--- config.mk ---
export PLATFORM = sky130hd
export DESIGN_NAME = move_input_ctrl
export DESIGN_NICKNAME = d
export VERILOG_FILES = /design/src/rtl/move_input_ctrl.sv
export SDC_FILE = /design/constraint.sdc
export NUM_CORES = 1
export LEC_CHECK = 0
export CAP_MARGIN = 10
export CORE_ASPECT_RATIO = 1.4
export CORE_UTILIZATION = 29
export DETAILED_ROUTE_END_ITERATION = 8
export HOLD_SLACK_MARGIN = 0.08
export PLACE_DENSITY_LB_ADDON = 0.05
export SLEW_MARGIN = 20
export SYNTH_ARGS = -nofsm -noshare
export SYNTH_HDL_FRONTEND = slang
export SYNTH_SLANG_ARGS = --single-unit
--- constraint.sdc ---
create_clock -name clk -period 3.2 [get_ports clk]
set_input_delay 0.64 -clock clk [delete_from_list [all_inputs] [get_ports clk]]
set_output_delay 0.64 -clock clk [all_outputs]
set_load 0.02 [all_outputs]
--- src/rtl/move_input_ctrl.sv ---
// Move input controller: synchronizes and debounces the board switches,
// validates a committed move against turn/occupancy, and issues either a
// one-cycle move_en or a one-cycle reject with a reason code.
module move_input_ctrl #(
  parameter int DEBOUNCE_CYCLES = 1000000
) (
  input  logic       clk,
  input  logic       reset,
  input  logic [6:0] SW,
  input  logic [8:0] occupied,
  input  logic       game_over,
  output logic       move_en,
  output logic [3:0] move_pos,
  output logic [1:0] move_player,
  output logic [1:0] turn,
  output logic       reject,
  output logic [1:0] err_code
);

  localparam int CW = $clog2(DEBOUNCE_CYCLES + 1);
  localparam logic [CW-1:0] CNT_LAST = CW'(DEBOUNCE_CYCLES - 1);

  typedef enum logic [2:0] {IDLE, EVAL, ISSUE, WAIT_REL, LOCKED} state_t;

  logic [6:0]    sw_m_q, sw_s_q;
  logic [CW-1:0] cnt_q, cnt_d;
  logic          db_q, db_d, db_prev_q;
  logic          armed_q;
  logic [1:0]    settle_q;
  logic          commit_evt;

  state_t        state_q;
  logic [3:0]    cap_pos_q;
  logic [1:0]    cap_pl_q;
  logic          move_en_q, reject_q;
  logic [3:0]    move_pos_q;
  logic [1:0]    move_player_q, turn_q, err_q;

  // Debounce next state: flip the level after CNT_LAST+1 consecutive mismatches
  always_comb begin
    cnt_d = '0;
    db_d  = db_q;
    if (sw_s_q[6] != db_q) begin
      if (cnt_q == CNT_LAST) begin
        db_d  = ~db_q;
        cnt_d = '0;
      end else begin
        cnt_d = cnt_q + 1'b1;
      end
    end
  end

  // Synchronizer, debounce state and post-reset arming
  always_ff @(posedge clk) begin
    if (reset) begin
      sw_m_q    <= '0;
      sw_s_q    <= '0;
      cnt_q     <= '0;
      db_q      <= 1'b0;
      db_prev_q <= 1'b0;
      armed_q   <= 1'b0;
      settle_q  <= '0;
    end else begin
      sw_m_q    <= SW;
      sw_s_q    <= sw_m_q;
      cnt_q     <= cnt_d;
      db_q      <= db_d;
      db_prev_q <= db_q;
      if (settle_q != 2'd2) settle_q <= settle_q + 2'd1;
      // Arm only after a genuinely released switch has been seen post-reset,
      // so a commit held through reset release cannot fire a move.
      if (settle_q == 2'd2 && !sw_s_q[6] && !db_q) armed_q <= 1'b1;
    end
  end

  assign commit_evt = db_q & ~db_prev_q & armed_q;

  // Move FSM; pulses are registered on the EVAL exit so both outcomes share latency
  always_ff @(posedge clk) begin
    if (reset) begin
      state_q       <= IDLE;
      cap_pos_q     <= '0;
      cap_pl_q      <= '0;
      move_en_q     <= 1'b0;
      reject_q      <= 1'b0;
      move_pos_q    <= '0;
      move_player_q <= '0;
      turn_q        <= 2'b01;
      err_q         <= 2'b00;
    end else if (game_over) begin
      state_q   <= LOCKED;
      move_en_q <= 1'b0;
      reject_q  <= 1'b0;
    end else begin
      move_en_q <= 1'b0;
      reject_q  <= 1'b0;
      case (state_q)
        IDLE: begin
          if (commit_evt) begin
            cap_pos_q <= sw_s_q[5:2];
            cap_pl_q  <= sw_s_q[1:0];
            state_q   <= EVAL;
          end
        end
        EVAL: begin
          if (cap_pos_q > 4'd8) begin
            reject_q <= 1'b1;
            err_q    <= 2'b01;
            state_q  <= WAIT_REL;
          end else if (cap_pl_q != turn_q) begin
            reject_q <= 1'b1;
            err_q    <= 2'b10;
            state_q  <= WAIT_REL;
          end else if (occupied[cap_pos_q]) begin
            reject_q <= 1'b1;
            err_q    <= 2'b11;
            state_q  <= WAIT_REL;
          end else begin
            move_en_q     <= 1'b1;
            move_pos_q    <= cap_pos_q;
            move_player_q <= cap_pl_q;
            err_q         <= 2'b00;
            turn_q        <= ~turn_q;
            state_q       <= ISSUE;
          end
        end
        ISSUE:    state_q <= WAIT_REL;
        WAIT_REL: if (!db_q) state_q <= IDLE;
        LOCKED:   state_q <= LOCKED;
        default:  state_q <= IDLE;
      endcase
    end
  end

  assign move_en     = move_en_q;
  assign reject      = reject_q;
  assign move_pos    = move_pos_q;
  assign move_player = move_player_q;
  assign turn        = turn_q;
  assign err_code    = err_q;

endmodule

# == After elaboration in Yosys (flattened, before gate mapping) ==
# Index checks and enable logic that the tools add are counted.
# word_totals
ff_bits,60
in_bits,19
# classes
add_sub_neg,2
n_lt_le_gt_ge,2
n_eq_ne,13
mux,16
bitwise_logic,11
reduce_logical,15
# ops
op,n
"20-bit by 1-bit adder with 20-bit output, second input constant",1
"20-bit equality test, second input constant",1
3-bit case mux with 5 select lines,1
3-bit two-way mux,3
1-bit two-way mux,8
1-bit inverter,8
2-bit AND reduction,4
"3-bit by 2-bit equality test with 1-bit output, second input constant",2
2-bit two-way mux,3
"2-bit inequality test, second input constant",3
"3-bit inequality test, second input constant",2
3-bit OR reduction,2
"4-bit by 5-bit < comparator with 1-bit output, second input constant",1
5-bit AND reduction,1
5-bit OR reduction,1
1-bit binary-select mux with 4-bit select,1
"4-bit greater-than comparator, second input constant",1
"3-bit by 1-bit equality test with 1-bit output, second input constant",1
"3-bit equality test, second input constant",1
3-bit logical NOT,1
3-bit AND reduction,1
"2-bit by 1-bit adder with 2-bit output, second input constant",1
1-bit AND,2
"2-bit equality test, second input constant",1
6 further kinds,8

# == Depth between registers and ports, before layout ==
# depth
depth_word,7
depth_mapped,8
mapped_depth_nobuf,6

# == Worst setup path after synthesis ==
# OpenSTA, ideal clock, no wires.
# synth_path
path_type,input to register
startpoint,input port game_over
endpoint,register turn_q[1] (netlist: turn[1])
setup_time_ns,0.121
arrival_ns,2.057
required_ns,3.079
slack_ns,1.022
cell_stages,5
cell_sequence,or4b_4 nor2_1 nand2b_1 nor3_4 mux2_4
# synth_via
elab_chain_cells,2
# synth_lines
element,line,rtl
"start, declared",11,"input logic game_over,"
1-bit inverter (no line),n/a,
5-bit AND reduction (no line),n/a,
"end signal, assigned",123,turn_q <= ~turn_q;
"end, declared",37,"logic [1:0] move_player_q, turn_q, err_q;"
# No other way between the ends.
# A chain may end at the register's enable or synchronous reset.

# == Worst setup path in the final report ==
# layout_path
startpoint,input port game_over
endpoint,register turn_q[0] (netlist: turn[0])
# The elaborated chain is that of the path after synthesis.

==> key figures <==
Placement
  – Placed Cells: 375
  – Cell area after placement: 2840 um2
  – Port bufs: 30
  – Final HPWL from detailed placement: between 3000 and 4000 um
  – Last weighted congestion value of the routability-driven placer: 0.676

Critical path
  – Data arrival time of the worst path: roughly 2.6 ns
  – Max stage delay on crit path: roughly 0.53 ns
  – R2R cell count: 5
  – CP max stage cell: sky130_fd_sc_hd__or4b_4
  – Reg2reg setup slack: 1.04 ns
  – Type of origin of the critical path: input port
  – Worst path buffer plus inverter count: 1
  – Setup CP Type: input port to register
  – Endpoint class of the critical path: register
  – Total stage count of the critical path: 6
  – Maximum net fanout on the critical path: 5
  – CP Cell Sequence: clkdlybuf4s50_1 -> or4b_4 -> nor2_1 -> nand2b_1 -> or4_1 -> o31a_1
  – Worst path top cell family by delay: simple AND/OR/NAND/NOR gates
  – WP data required: about 3.4 ns

Floorplan
  – Die X-Extent: ~79 um
  – Initial Util: 29.8%
  – Number of standard-cell rows in the floorplan: 39
  – Total core area: 8100 um2
  – Die Ht: roughly 110 um
  – Die Footprint: 8690 um2
  – I/O Pins: 31

Drt
  – Number of nets still failing antenna checks after routing: 0
  – DRC violation count after routing: 0
  – Aggregate routed wire length: 4780 um
  – Total via count after detailed routing: 1715
  – Number of iterations in the first detailed-routing pass: 4
  – Vias per cell: 4.41
  – Wire length per cell after detailed routing: 12.3 um
  – Violation count after the first detailed-routing iteration: 82

Finish
  – Cell area after layout: a little over 3000 um2
  – Number of nets in the layout: 305
  – Proportion of layout cells with a drive suffix above 1: about a tenth
  – Final design utilization: 38.4%
  – Antenna diode count: 0
  – Commonest non-fill, non-tap cells in the layout: 60 x sky130_fd_sc_hd__dfxtp_1, 40 x sky130_fd_sc_hd__nor2_1, 30 x sky130_fd_sc_hd__clkdlybuf4s50_1, 17 x sky130_fd_sc_hd__nor2b_1
  – Area added between synthesis and finish: 29.1%
  – Most common library cell in the layout ignoring fill and taps: sky130_fd_sc_hd__dfxtp_1
  – Post-Layout Cell Count: 389

Clock network
  – Maximum level of the CTS H-tree: 3
  – Number of hold-repair buffers added at the cts stage: 0
  – Longest Clk Path Bufs: 2
  – Post-CTS setup buffers: 0
  – TritonCTS clock tree: built
  – CTS root buf: sky130_fd_sc_hd__clkbuf_16
  – Clock Latency Late Sink: around 0.32 ns
  – CTS-repair resized insts: 0
  – Clock Sinks: 60
  – TritonCTS buffer count: 9
  – Clock slew at reported path FFs: about 0.050 ns

Timing
  – Hold violation total from the final report: 0
  – Post-route minimum period: 2.38 ns
  – Worst clock skew: roughly 0.008 ns
  – Final setup vio count: 0
  – Share of the clock period used by the worst path after layout: 74.5%
  – Upper clock frequency limit: 419 MHz
  – Final setup TNS: 0 ns
  – Final number of max-transition violations: 0
  – Worst slew pin tran: 0.795 ns
  – Rel. slew slack: 46.6%
  – Setup repair after global routing missed its margin: no

Global route
  – Total global routing overflow: 0
  – Wire length of the first global-routing pass: 7980 um
  – Number of global-route vias before repair: between 1.5k and 2k
  – Overall Global Routing Usage: around 13%
  – Maximum number of pins on one net before global-route repair: 34
  – Antenna violations before repair: 0

Min path
  – Type of the worst min-delay path: register to register
  – Count of cells along the worst hold path: 1

Logic synthesis
  – Share of Yosys cell area claimed by the top area cell type: 49.8%
  – Count of synthesis-stage warnings from yosys: 0
  – Number of flops mapped to enable cells by yosys: 0
  – Most frequently used flop master after synthesis: sky130_fd_sc_hd__dfxtp_1
  – Netlist area before placement: 2410 um2
  – Cell type contributing the most total cell area after synthesis: sky130_fd_sc_hd__dfxtp_1
  – Top cells by area in the synthesized netlist: sky130_fd_sc_hd__dfxtp_1 50%, sky130_fd_sc_hd__nor2_1 6.2%, sky130_fd_sc_hd__xor2_1 5.4%
  – Post-synthesis instance total: 246
  – Mapped Nets: 267
  – Seq/Total Area, Yosys: between 40% and 50%
  – FFs w/ async S/R, synth: 0%
  – Post-synthesis cell type count: 43
  – Average size of a mapped cell: ~10 um2
  – Seq cells post-synth: 60

Flow run
  – Max Cap Viol: 0

Outcome
  – Outcome: complete, no violations

Pwr
  – Portion of total power attributed to sequential cells: around 45%
  – Leakage power total: 1.15 nW
  – Net switching power of the design: 365 uW
  – Power Internal: roughly 1.4 mW
  – Max VDD drop: 0.272 mV
  – Switching share of power: 20.6%
  – Fraction of power consumed by combinational cells: 5.5%
  – Power density cells: around 570 nW/um2
  – Fraction of power consumed by the clock network: 49.9%
metrics by stage:
stage | worst slack (ns) | hold WS (ns) | power [mW]
6_report | 0.815 | 0.428 | 1.77
5_1_grt | 0.712 | 0.452 | 1.86
4_1_cts | 0.821 | 0.434 | 1.80
3_5_place_dp | 0.476 | 0.425 | 0.901
3_3_place_gp | 0.509 | 0.418 | 0.898
2_1_floorplan | 1.02 | 0.414 | 0.863
power groups by stage:
stage          Sequential, mW  Clock, mW  Combinational (mW)
3_3_place_gp            0.801          0              0.0968
2_1_floorplan           0.799          0              0.0645
4_1_cts                 0.786      0.916              0.0996
5_1_grt                 0.788      0.957               0.113
3_5_place_dp            0.801          0              0.0996
6_report                0.787      0.883              0.0981
path summary, 6_finish.rpt:
kind / endpoint / startpoint
worst min register to register: sw_s_q[6]$_SDFF_PP0_ / sw_m_q[6]$_SDFF_PP0_
worst max-delay path: turn[0]$_SDFFE_PP1P_ / game_over
worst max register to register: turn[0]$_SDFFE_PP1P_ / cap_pos_q[0]$_SDFFE_PP0P_
worst min-delay path: sw_s_q[6]$_SDFF_PP0_ / sw_m_q[6]$_SDFF_PP0_
per-layer routing:
metal  vias to the layer above  GRT usage, %  wire [um]
met3                        13          4.32        220
met1                       771          12.8       2060
met5                         -             0          0
met2                        31          21.9       2350
met4                         0          8.57        148
li1                        900             -          -
synth_stat cells (2+ instances only):
| cell | number |
|---|---|
| sky130_fd_sc_hd__a211oi_1 | 2 |
| sky130_fd_sc_hd__a21oi_1 | 3 |
| sky130_fd_sc_hd__and2_1 | 2 |
| sky130_fd_sc_hd__and3_1 | 4 |
| sky130_fd_sc_hd__and4_1 | 2 |
| sky130_fd_sc_hd__buf_2 | 2 |
| sky130_fd_sc_hd__clkbuf_1 | 5 |
| sky130_fd_sc_hd__dfxtp_1 | 60 |
| sky130_fd_sc_hd__ha_1 | 2 |
| sky130_fd_sc_hd__inv_1 | 4 |
| sky130_fd_sc_hd__mux2i_1 | 12 |
| sky130_fd_sc_hd__nand2_1 | 11 |
| sky130_fd_sc_hd__nand2b_1 | 15 |
| sky130_fd_sc_hd__nand3_1 | 8 |
| sky130_fd_sc_hd__nand4_1 | 2 |
| sky130_fd_sc_hd__nor2_1 | 40 |
| sky130_fd_sc_hd__nor2b_1 | 17 |
| sky130_fd_sc_hd__nor3_1 | 5 |
| sky130_fd_sc_hd__nor3b_1 | 2 |
| sky130_fd_sc_hd__nor4_1 | 3 |
| sky130_fd_sc_hd__o21ai_0 | 2 |
| sky130_fd_sc_hd__o31a_1 | 2 |
| sky130_fd_sc_hd__xnor2_1 | 7 |
| sky130_fd_sc_hd__xor2_1 | 15 |
area by class of cell:
class | instances | area (um2)
Sequential cell | 60 | 1200
Multi-Input combinational cell | 174 | 1150
Fill cell | 849 | 4990
Clock buffer | 12 | 267
Inverter | 4 | 15.0
Timing Repair Buffer | 35 | 338
Tap cell | 102 | 128
Clock inverter | 2 | 10.0
sequential cells by signal, indices dropped and copies added (netlist names), 2 cells and up:
| signal | cells |
|---|---|
| sw_s_q | 7 |
| cap_pl_q | 2 |
| move_player | 2 |
| turn | 2 |
| state_q | 3 |
| cnt_q | 20 |
| settle_q | 2 |
| cap_pos_q | 4 |
| sw_m_q | 7 |
| err_code | 2 |
| move_pos | 4 |
worst register-to-register path, cell delays in order, from the launching register on:
cell and delay [ns]:
sky130_fd_sc_hd__dfxtp_1 0.54, sky130_fd_sc_hd__mux4_2 0.58, sky130_fd_sc_hd__nor2b_2 0.17, sky130_fd_sc_hd__nor4_4 0.09, sky130_fd_sc_hd__or4_1 0.56, sky130_fd_sc_hd__o31a_1 0.12
logic make-up after synthesis:
family                   Yosys count  share of synthesized area [%]
multiplexers                      15                           7.01
adder cells (fa/ha/maj)            2                           1.04
AND/OR/NAND/NOR                  122                           27.8
AO/OA/AOI/OAI                     13                           4.05
buffers and inverters             12                           2.28
XOR/XNOR                          22                           7.99
flip-flops                        60                           49.8
Note: power is estimated with default switching activity, not from simulation.
